<file path="src/rtl/dl_capture_pkg.sv">
// Shared opcodes, FSM state types and status-byte layout for the delay-line
// capture driver.
package dl_capture_pkg;

    typedef enum logic [3:0] {
        OP_LOAD    = 4'h0,
        OP_UNLOAD  = 4'h1,
        OP_CAPTURE = 4'h2,
        OP_POP     = 4'h3,
        OP_STATUS  = 4'h4
    } opcode_t;

    typedef enum logic {T_IDLE = 1'b0, T_SEND  = 1'b1} tx_state_t;
    typedef enum logic {C_IDLE = 1'b0, C_ARMED = 1'b1} cap_state_t;

    // Status byte: {ovf, udf, tmo, count[4:0]}
    localparam int ST_OVF   = 7;
    localparam int ST_UDF   = 6;
    localparam int ST_TMO   = 5;
    localparam int ST_CNT_W = 5;

endpackage

</file>
<file path="src/rtl/dl_capture_driver_if.sv">
// Host byte path (RX/TX) and delay-line sample bus of the capture driver.
interface dl_capture_driver_if #(
    parameter int DL_W   = 32,
    parameter int NUM_CH = 2
);
    logic                   i_valid;
    logic [7:0]             i_data;
    logic                   o_valid;
    logic                   i_accept;
    logic [7:0]             o_data;
    logic [NUM_CH-1:0]      i_dl_valid;
    logic [NUM_CH*DL_W-1:0] i_dl;
    logic                   o_busy;
    logic                   o_armed;

    modport slave (
        input  i_valid, i_data, i_accept, i_dl_valid, i_dl,
        output o_valid, o_data, o_busy, o_armed
    );

    modport master (
        output i_valid, i_data, i_accept, i_dl_valid, i_dl,
        input  o_valid, o_data, o_busy, o_armed
    );
endinterface

</file>
<file path="src/rtl/dl_capture_fifo.sv">
// Power-of-two capture FIFO; push on full is dropped unless a pop frees a slot
// in the same cycle.
module dl_capture_fifo #(
    parameter int WIDTH = 32,
    parameter int DEPTH = 4
) (
    input  logic                     i_clk,
    input  logic                     i_rst_n,
    input  logic                     i_push,
    input  logic [WIDTH-1:0]         i_push_data,
    input  logic                     i_pop,
    output logic [WIDTH-1:0]         o_head,
    output logic                     o_full,
    output logic                     o_empty,
    output logic [$clog2(DEPTH):0]   o_count,
    output logic                     o_drop
);
    localparam int AW = $clog2(DEPTH);

    logic [WIDTH-1:0] mem_q [DEPTH];
    logic [AW-1:0]    rd_ptr_q, wr_ptr_q;
    logic [AW:0]      count_q;
    logic             wr_ok;

    assign o_full  = (count_q == (AW+1)'(DEPTH));
    assign o_empty = (count_q == '0);
    assign o_count = count_q;
    assign o_head  = mem_q[rd_ptr_q];
    assign wr_ok   = i_push && (!o_full || i_pop);
    assign o_drop  = i_push && o_full && !i_pop;

    always_ff @(posedge i_clk) begin
        if (wr_ok) mem_q[wr_ptr_q] <= i_push_data;
    end

    always_ff @(posedge i_clk) begin
        if (!i_rst_n) begin
            rd_ptr_q <= '0;
            wr_ptr_q <= '0;
            count_q  <= '0;
        end else begin
            if (i_pop) rd_ptr_q <= rd_ptr_q + 1'b1;
            if (wr_ok) wr_ptr_q <= wr_ptr_q + 1'b1;
            count_q <= count_q + (AW+1)'(wr_ok) - (AW+1)'(i_pop);
        end
    end
endmodule

</file>
<file path="src/rtl/dl_capture_driver.sv">
// Host-command decoder: arms capture windows on delay-line channels, buffers
// samples, and streams DL_W-bit words MSB byte first to the TX path.
module dl_capture_driver
    import dl_capture_pkg::*;
#(
    parameter int DL_W    = 32,
    parameter int NUM_CH  = 2,
    parameter int DEPTH   = 4,
    parameter int CAP_WIN = 2
) (
    input  logic               i_clk,
    input  logic               i_rst_n,
    dl_capture_driver_if.slave bus
);
    localparam int NB  = DL_W / 8;
    localparam int BLW = $clog2(NB + 1);
    localparam int TW  = (CAP_WIN > 1) ? $clog2(CAP_WIN) : 1;
    localparam int CW  = $clog2(DEPTH) + 1;

    tx_state_t        tx_state_q;
    cap_state_t       cap_state_q;
    logic [DL_W-1:0]  tx_q;
    logic [BLW-1:0]   bytes_left_q;
    logic [3:0]       ch_q;
    logic [TW-1:0]    timer_q;
    logic             ovf_q, udf_q, tmo_q;
    logic             ovf_d, udf_d, tmo_d;

    logic [3:0]       op, arg, sel_ch;
    logic             idle_cmd, cap_cmd, sel_vld, push, pop, status, timeout;
    logic [DL_W-1:0]  sel_dat, head;
    logic             fifo_full, empty, drop;
    logic [CW-1:0]    count;
    logic [7:0]       st_byte;

    assign op       = bus.i_data[3:0];
    assign arg      = bus.i_data[7:4];
    assign idle_cmd = bus.i_valid && (tx_state_q == T_IDLE);
    assign cap_cmd  = bus.i_valid && (op == OP_CAPTURE) && ({1'b0, arg} < 5'(NUM_CH));
    assign sel_ch   = cap_cmd ? arg : ch_q;

    // A fresh CAPTURE samples its own channel in the command cycle.
    always_comb begin
        sel_vld = 1'b0;
        sel_dat = '0;
        for (int c = 0; c < NUM_CH; c++) begin
            if (4'(c) == sel_ch) begin
                sel_vld = bus.i_dl_valid[c];
                sel_dat = bus.i_dl[c*DL_W +: DL_W];
            end
        end
    end

    assign push    = (cap_cmd || (cap_state_q == C_ARMED)) && sel_vld;
    assign timeout = !cap_cmd && (cap_state_q == C_ARMED) && !sel_vld && (timer_q == '0);
    assign pop     = idle_cmd && (op == OP_POP) && !empty;
    assign status  = idle_cmd && (op == OP_STATUS);

    always_comb begin
        st_byte                 = '0;
        st_byte[ST_OVF]         = ovf_q;
        st_byte[ST_UDF]         = udf_q;
        st_byte[ST_TMO]         = tmo_q;
        st_byte[ST_CNT_W-1:0]   = ST_CNT_W'(count);
        // STATUS reports the old flags; a same-cycle event leaves its flag set.
        ovf_d = (ovf_q && !status) || drop;
        udf_d = (udf_q && !status) || (idle_cmd && (op == OP_POP) && empty);
        tmo_d = (tmo_q && !status) || timeout;
    end

    dl_capture_fifo #(.WIDTH(DL_W), .DEPTH(DEPTH)) u_fifo (
        .i_clk       (i_clk),
        .i_rst_n     (i_rst_n),
        .i_push      (push),
        .i_push_data (sel_dat),
        .i_pop       (pop),
        .o_head      (head),
        .o_full      (fifo_full),
        .o_empty     (empty),
        .o_count     (count),
        .o_drop      (drop)
    );

    assert property (@(posedge i_clk) disable iff (!i_rst_n) drop |-> fifo_full);

    always_ff @(posedge i_clk) begin
        if (!i_rst_n) begin
            tx_state_q   <= T_IDLE;
            tx_q         <= '0;
            bytes_left_q <= '0;
        end else if (tx_state_q == T_SEND) begin
            if (bus.i_accept) begin
                tx_q         <= tx_q << 8;
                bytes_left_q <= bytes_left_q - 1'b1;
                if (bytes_left_q == BLW'(1)) tx_state_q <= T_IDLE;
            end
        end else if (bus.i_valid) begin
            case (op)
                OP_LOAD:   tx_q <= {tx_q[DL_W-5:0], arg};
                OP_UNLOAD: begin
                    tx_state_q   <= T_SEND;
                    bytes_left_q <= BLW'(NB);
                end
                OP_POP:    if (!empty) tx_q <= head;
                OP_STATUS: tx_q <= DL_W'(st_byte) << (DL_W - 8);
                default:   ;
            endcase
        end
    end

    always_ff @(posedge i_clk) begin
        if (!i_rst_n) begin
            cap_state_q <= C_IDLE;
            ch_q        <= '0;
            timer_q     <= '0;
        end else if (cap_cmd) begin
            ch_q        <= arg;
            timer_q     <= TW'(CAP_WIN - 1);
            cap_state_q <= sel_vld ? C_IDLE : C_ARMED;
        end else if (cap_state_q == C_ARMED) begin
            if (sel_vld || timer_q == '0) cap_state_q <= C_IDLE;
            else                          timer_q     <= timer_q - 1'b1;
        end
    end

    always_ff @(posedge i_clk) begin
        if (!i_rst_n) begin
            ovf_q <= 1'b0;
            udf_q <= 1'b0;
            tmo_q <= 1'b0;
        end else begin
            ovf_q <= ovf_d;
            udf_q <= udf_d;
            tmo_q <= tmo_d;
        end
    end

    assign bus.o_valid = (tx_state_q == T_SEND);
    assign bus.o_busy  = (tx_state_q == T_SEND);
    assign bus.o_armed = (cap_state_q == C_ARMED);
    assign bus.o_data  = tx_q[DL_W-1:DL_W-8];
endmodule

</file>
<file path="src/flat_wrapper.sv">
// flat-port wrapper written by rule: the top's interface ports become plain ports
module dl_capture_driver_flat import dl_capture_pkg::*;
#(
    parameter int DL_W    = 32,
    parameter int NUM_CH  = 2,
    parameter int DEPTH   = 4,
    parameter int CAP_WIN = 2
)
  (i_clk, i_rst_n, bus_i_valid, bus_i_data, bus_i_accept, bus_i_dl_valid, bus_i_dl, bus_o_valid, bus_o_data, bus_o_busy, bus_o_armed);
  dl_capture_driver_if #(.DL_W(DL_W), .NUM_CH(NUM_CH)) bus_i ();
  input  logic i_clk;
  input  logic i_rst_n;
  input wire logic [$bits(bus_i.i_valid)-1:0] bus_i_valid;
  input wire logic [$bits(bus_i.i_data)-1:0] bus_i_data;
  input wire logic [$bits(bus_i.i_accept)-1:0] bus_i_accept;
  input wire logic [$bits(bus_i.i_dl_valid)-1:0] bus_i_dl_valid;
  input wire logic [$bits(bus_i.i_dl)-1:0] bus_i_dl;
  output wire logic [$bits(bus_i.o_valid)-1:0] bus_o_valid;
  output wire logic [$bits(bus_i.o_data)-1:0] bus_o_data;
  output wire logic [$bits(bus_i.o_busy)-1:0] bus_o_busy;
  output wire logic [$bits(bus_i.o_armed)-1:0] bus_o_armed;
  assign bus_i.i_valid = bus_i_valid;
  assign bus_i.i_data = bus_i_data;
  assign bus_i.i_accept = bus_i_accept;
  assign bus_i.i_dl_valid = bus_i_dl_valid;
  assign bus_i.i_dl = bus_i_dl;
  assign bus_o_valid = bus_i.o_valid;
  assign bus_o_data = bus_i.o_data;
  assign bus_o_busy = bus_i.o_busy;
  assign bus_o_armed = bus_i.o_armed;
  dl_capture_driver #(.DL_W(DL_W), .NUM_CH(NUM_CH), .DEPTH(DEPTH), .CAP_WIN(CAP_WIN)) u_core (.i_clk(i_clk), .i_rst_n(i_rst_n), .bus(bus_i));
endmodule
</file>
<file path="config.mk">
export PLATFORM = sky130hd
export DESIGN_NAME = dl_capture_driver_flat
export DESIGN_NICKNAME = d
export VERILOG_FILES = /design/src/rtl/dl_capture_pkg.sv /design/src/rtl/dl_capture_driver_if.sv /design/src/rtl/dl_capture_fifo.sv /design/src/rtl/dl_capture_driver.sv /design/src/flat_wrapper.sv
export SDC_FILE = /design/constraint.sdc
export NUM_CORES = 1
export LEC_CHECK = 0
export ABC_AREA = 1
export BUFFER_PORTS_ARGS = -buffer_cell sky130_fd_sc_hd__buf_2
export CAP_MARGIN = 10
export CORE_ASPECT_RATIO = 1.75
export CORE_MARGIN = 3
export CORE_UTILIZATION = 35
export DETAILED_ROUTE_END_ITERATION = 10
export SYNTH_ARGS = -nofsm -noshare
export SYNTH_HDL_FRONTEND = slang
export SYNTH_SLANG_ARGS = --single-unit
export TNS_END_PERCENT = 20
</file>
<file path="constraint.sdc">
create_clock -name i_clk -period 2.7 [get_ports i_clk]
set_clock_uncertainty 0.05 [all_clocks]
set_input_delay 0.135 -clock i_clk [delete_from_list [all_inputs] [get_ports i_clk]]
set_output_delay 0.135 -clock i_clk [all_outputs]
set_load 0.005 [all_outputs]
</file>
==> results <==
- The startpoint of the worst register-to-register path is u_core.bus.o_busy$_SDFF_PN0_.
- Input and output buffers added on the ports amount to 88.
- The post-layout net count is 1031.
- The cell area after placement is 0.008961 mm².
- The tightest hold path in the finished design has a slack of 0.02888 ns.
- The register-to-register path setup slack is 0.22 ns.
- The library cell used most frequently in the layout, excluding fill and tap cells, is sky130_fd_sc_hd__nand2_1.
- The number of clock sinks is 182.
- The kind of end point of the critical path is a register.
- The aggregate global routing overflow is 0.
- The count of antenna diodes in the layout is 0.
- Setup repair after global routing left no endpoint under its margin.
- The routed layout has 6206 vias.
- STA classifies the critical path startpoint as a register.
- The cell depth of the worst hold path is 3.
- The filler cells instantiated in the layout total 2211.
- The count of max-cap constraint violations is 0.
- The library cell occupying the most area in the post-synthesis netlist is sky130_fd_sc_hd__edfxtp_1.
- The average routed wire per standard cell is 15.66 µm.
- The normalized max-slew margin is 46.79%.
- The worst hold path terminates at u_core.bytes_left_q[2]$_SDFFE_PN0P_.
- The root buffer cell chosen for the clock tree is sky130_fd_sc_hd__clkbuf_16.
- The critical path goes through nor2_1 > inv_1 > nor2_2 > nand2_1 > nand4_1 > nand3_4 > ha_1 > inv_1 > ha_1 > inv_1 > fa_1 > xor2_1 > o21ai_0 > a21oi_1.
- The number of top-level design ports is 89.
- The yosys synthesis warning count is 0.
- The final routed wirelength across all metal layers is 19670 µm.
- The number of buffers between clock root and the deepest sink is 2.
- With fillers left out, the area of the finished cells amounts to 0.009588 mm².
- The final count of pins violating max slew is 0.
- The number of nets in the synthesized netlist is 963.
- The capture point of the worst reg-to-reg path is u_core.u_fifo.o_count[2]$_SDFF_PN0_.
- IR analysis of the VDD net gives a maximum drop of 396.1 µV.
- The cell with the biggest individual delay on the critical path is sky130_fd_sc_hd__fa_1.
- The run finished with clean final reports.
- The congestion estimate from routability-driven global placement came to 0.8268.
- The maximum clock frequency is 402.9 MHz.
- The layout overhead on the synthesized area is 16.65%.
- Summed over all cells, the static leakage comes to 3.697 nW.
- Sorting the synthesized cells by area gives the leading types as sky130_fd_sc_hd__edfxtp_1 (47%), sky130_fd_sc_hd__dfxtp_1 (13%), sky130_fd_sc_hd__nand2_1 (9.7%).
- The number of setup violations in the final report is 0.
- The mean instance size in the synthesized netlist is 9.383 µm².
- The DRC violation total after the first TritonRoute iteration is 399.
- The share of the yosys chip area belonging to registers is 59.92%.
- The CTS tree is done.
- On the worst path, the slowest cell contributes a delay of 0.41 ns.
- The die outline area is 0.02543 mm².
- The class of the tightest hold or removal check is in -> reg.
- The critical path is of the reg -> reg type.
- The number of antenna violations at the first check in global routing was 0.
- Summed over its instances, the top area cell type makes up 46.77% of the synthesized netlist area.
- The core area is 0.02293 mm².
- Measured in cells, the most critical reg-to-reg path has a length of 14.
- The residual antenna-violating net count after detailed routing is 0.
- The floorplan step set the die width to 121.8 µm.
- For this configuration, the core starts out at a cell density of 35.85%.
- The top cell types in the final layout, fill and taps aside, are sky130_fd_sc_hd__nand2_1 (213), sky130_fd_sc_hd__nand3_1 (151), sky130_fd_sc_hd__edfxtp_1 (128).
- The number of clock buffers added by TritonCTS is 17.
- The number of remaining DRC errors is 0.
- The vertical extent of the die is 208.7 µm.
- The final-report hold violation count is 0.
- The via count of the first global-routing pass is 5935.
- The wire length of the first global-routing pass is 31010 µm.
- Of all nets on the critical path, the largest fanout is 3.
- The cell repeated most along the worst path is sky130_fd_sc_hd__inv_1.
- Dividing total power by cell area gives a power density of 607.2 mW/mm².
- Detailed placement finished with a half-perimeter wire length of 13220 µm.
- The slew of the pin with the lowest slew margin is 0.7972 ns.
- Synthesis handed over a netlist of 876 instances.
- The post-synthesis register bit count is 182.
- Once placement completed, the tool counted placed cells totaling 1222.
- The routed design could run at a clock period as short as 2.482 ns.
- The largest net degree at the start of global routing is 65.
- The synthesized netlist contains 34 unique library cells.
- The worst hold path begins at bus_i_valid.
- The number of standard-cell rows in the floorplan is 73.
- STA puts the critical path data required time at 2.95 ns.
- For the worst-skew pair, the clock arrives at the later sink with an insertion delay of 0.42 ns.
- The clock transition time at the flip-flop clock pins of the worst setup and hold paths is 0.06 ns.
- The H-tree depth is 4.
- The ratio of final minimum period to clock period is 91.92%.
- The ratio of routed vias to standard cells is 4.941.
- Cells with a size suffix above 1 make up 17.78% of the layout.
- Before antenna repair, the detailed router went through 5 iterations.
- The cell area after synthesis is 0.008219 mm².
- Excluding fillers, the count of instances in the completed layout stands at 1256.
- Data on the critical path arrives at its endpoint at 2.74 ns.
- The global routing usage summed across all routing layers is 15.74%.
==> where the power goes <==
group          switching [W]  leakage, nW  internal [W]  total (W)
combinational       0.000161         1.82      0.000106   0.000267
clock                0.00105        0.291       0.00147    0.00252
sequential         0.0000209         1.59       0.00301    0.00303
==> flip-flops by register name, indices dropped and copies added (netlist names), named ones only <==
register and cells:
u_core.udf_q 1, u_core.u_fifo.wr_ptr_q 2, u_core.bus.o_armed 1, u_core.u_fifo.rd_ptr_q 2, u_core.bus.o_busy 1, u_core.ovf_q 1
u_core.timer_q 1, u_core.tx_q 32, u_core.bytes_left_q 3, u_core.u_fifo.o_count 3, u_core.tmo_q 1, u_core.ch_q 4
u_core.u_fifo.mem_q 128
==> cells by family (layout without fill, tap and decap cells) <==
group	after synthesis	in the layout	synth area share [%]
AOI/OAI and AO/OA	147	147	9.377
and+or+nand+nor	426	426	22.96
DFF	182	182	59.92
adders and majority gates	9	9	1.461
xor gates and xnor gates	2	2	0.2132
buffers and inverters	110	190	6.074
==> worst max-delay path, delay by kind of cell (launching register included) <==
| kind | cells | cell delay [ns] |
|---|---|---|
| and+or+nand+nor | 5 | 0.60 |
| adders and majority gates | 3 | 0.84 |
| AOI/OAI and AO/OA | 2 | 0.21 |
| xor gates and xnor gates | 1 | 0.16 |
| buffers and inverters | 3 | 0.20 |
| DFF | 1 | 0.32 |
==> worst max-delay path by stage <==
| stage | slack, ns | start | cells after the start | to |
|---|---|---|---|---|
| global placement | 0.18 | bus_i_data[7] | 17 | u_core.u_fifo.o_count[2]$_SDFF_PN0_ |
| floorplan | -0.26 | u_core.bus.o_busy$_SDFF_PN0_ | 8 | u_core.u_fifo.mem_q[0][0]$_DFFE_PP_ |
| detailed placement | 0.12 | bus_i_data[7] | 17 | u_core.u_fifo.o_count[2]$_SDFF_PN0_ |
| CTS | 0.19 | u_core.bus.o_busy$_SDFF_PN0_ | 14 | u_core.u_fifo.o_count[2]$_SDFF_PN0_ |
| global route | 0.02 | u_core.bus.o_busy$_SDFF_PN0_ | 14 | u_core.u_fifo.o_count[2]$_SDFF_PN0_ |
| finish | 0.22 | u_core.bus.o_busy$_SDFF_PN0_ | 14 | u_core.u_fifo.o_count[2]$_SDFF_PN0_ |
==> cell type report <==
type	instances	area, µm²	share of cell area, %
Tap cell	300	375.4	3.915
Clock buffer	19	432.9	4.515
Sequential cell	182	4927	51.39
Inverter	46	172.7	1.801
Timing Repair Buffer	113	705.7	7.360
Multi-Input combinational cell	584	2808	29.28
Clock inverter	12	166.4	1.736
==> through the flow <==
step           setup WS, ns  TNS, ns  util [%]  total power (W)
6_report             0.2183        0     41.82         0.005822
5_1_grt             0.02065        0     41.82         0.006024
3_5_place_dp         0.1167        0     39.09         0.003360
3_3_place_gp         0.1810        0     39.09         0.003357
4_1_cts              0.1945        0     41.75         0.005873
2_1_floorplan       -0.2566   -32.85         -         0.003248
==> repair_timing <==
action                                  4_1_cts  5_1_grt
buffers inserted                              0        2
resized for setup                             0        1
hold buffers                                  1        0
endpoints found under the hold margin         1        0
endpoints found under the setup margin        0        1
==> per-layer routing <==
| metal | vias to the layer above | track usage [%] | wire (µm) |
|---|---|---|---|
| met5 | - | 0 | 0 |
| met4 | 0 | 5.571 | 388 |
| met3 | 20 | 2.329 | 506 |
| met2 | 111 | 28.69 | 10710 |
| met1 | 2936 | 18.54 | 8060 |
| li1 | 3139 | - | - |
==> cells in the mapped netlist <==
library cell / number
sky130_fd_sc_hd__a21oi_1: 88
sky130_fd_sc_hd__a22oi_1: 2
sky130_fd_sc_hd__a31o_2: 2
sky130_fd_sc_hd__buf_1: 1
sky130_fd_sc_hd__buf_2: 21
sky130_fd_sc_hd__buf_4: 14
sky130_fd_sc_hd__buf_6: 1
sky130_fd_sc_hd__clkbuf_1: 27
sky130_fd_sc_hd__clkinv_1: 1
sky130_fd_sc_hd__dfxtp_1: 54
sky130_fd_sc_hd__edfxtp_1: 128
sky130_fd_sc_hd__fa_1: 1
sky130_fd_sc_hd__ha_1: 8
sky130_fd_sc_hd__inv_1: 40
sky130_fd_sc_hd__inv_2: 5
sky130_fd_sc_hd__nand2_1: 213
sky130_fd_sc_hd__nand2_2: 5
sky130_fd_sc_hd__nand2_4: 2
sky130_fd_sc_hd__nand3_1: 151
sky130_fd_sc_hd__nand3_2: 4
sky130_fd_sc_hd__nand3_4: 1
sky130_fd_sc_hd__nand3b_1: 2
sky130_fd_sc_hd__nand4_1: 4
sky130_fd_sc_hd__nor2_1: 39
sky130_fd_sc_hd__nor2_2: 1
sky130_fd_sc_hd__nor2_4: 1
sky130_fd_sc_hd__nor3_1: 2
sky130_fd_sc_hd__nor4_1: 1
sky130_fd_sc_hd__o211ai_1: 1
sky130_fd_sc_hd__o21ai_0: 45
sky130_fd_sc_hd__o21ai_1: 5
sky130_fd_sc_hd__o22ai_1: 3
sky130_fd_sc_hd__o31ai_4: 1
sky130_fd_sc_hd__xor2_1: 2
Power figures use the tool's default switching activity.
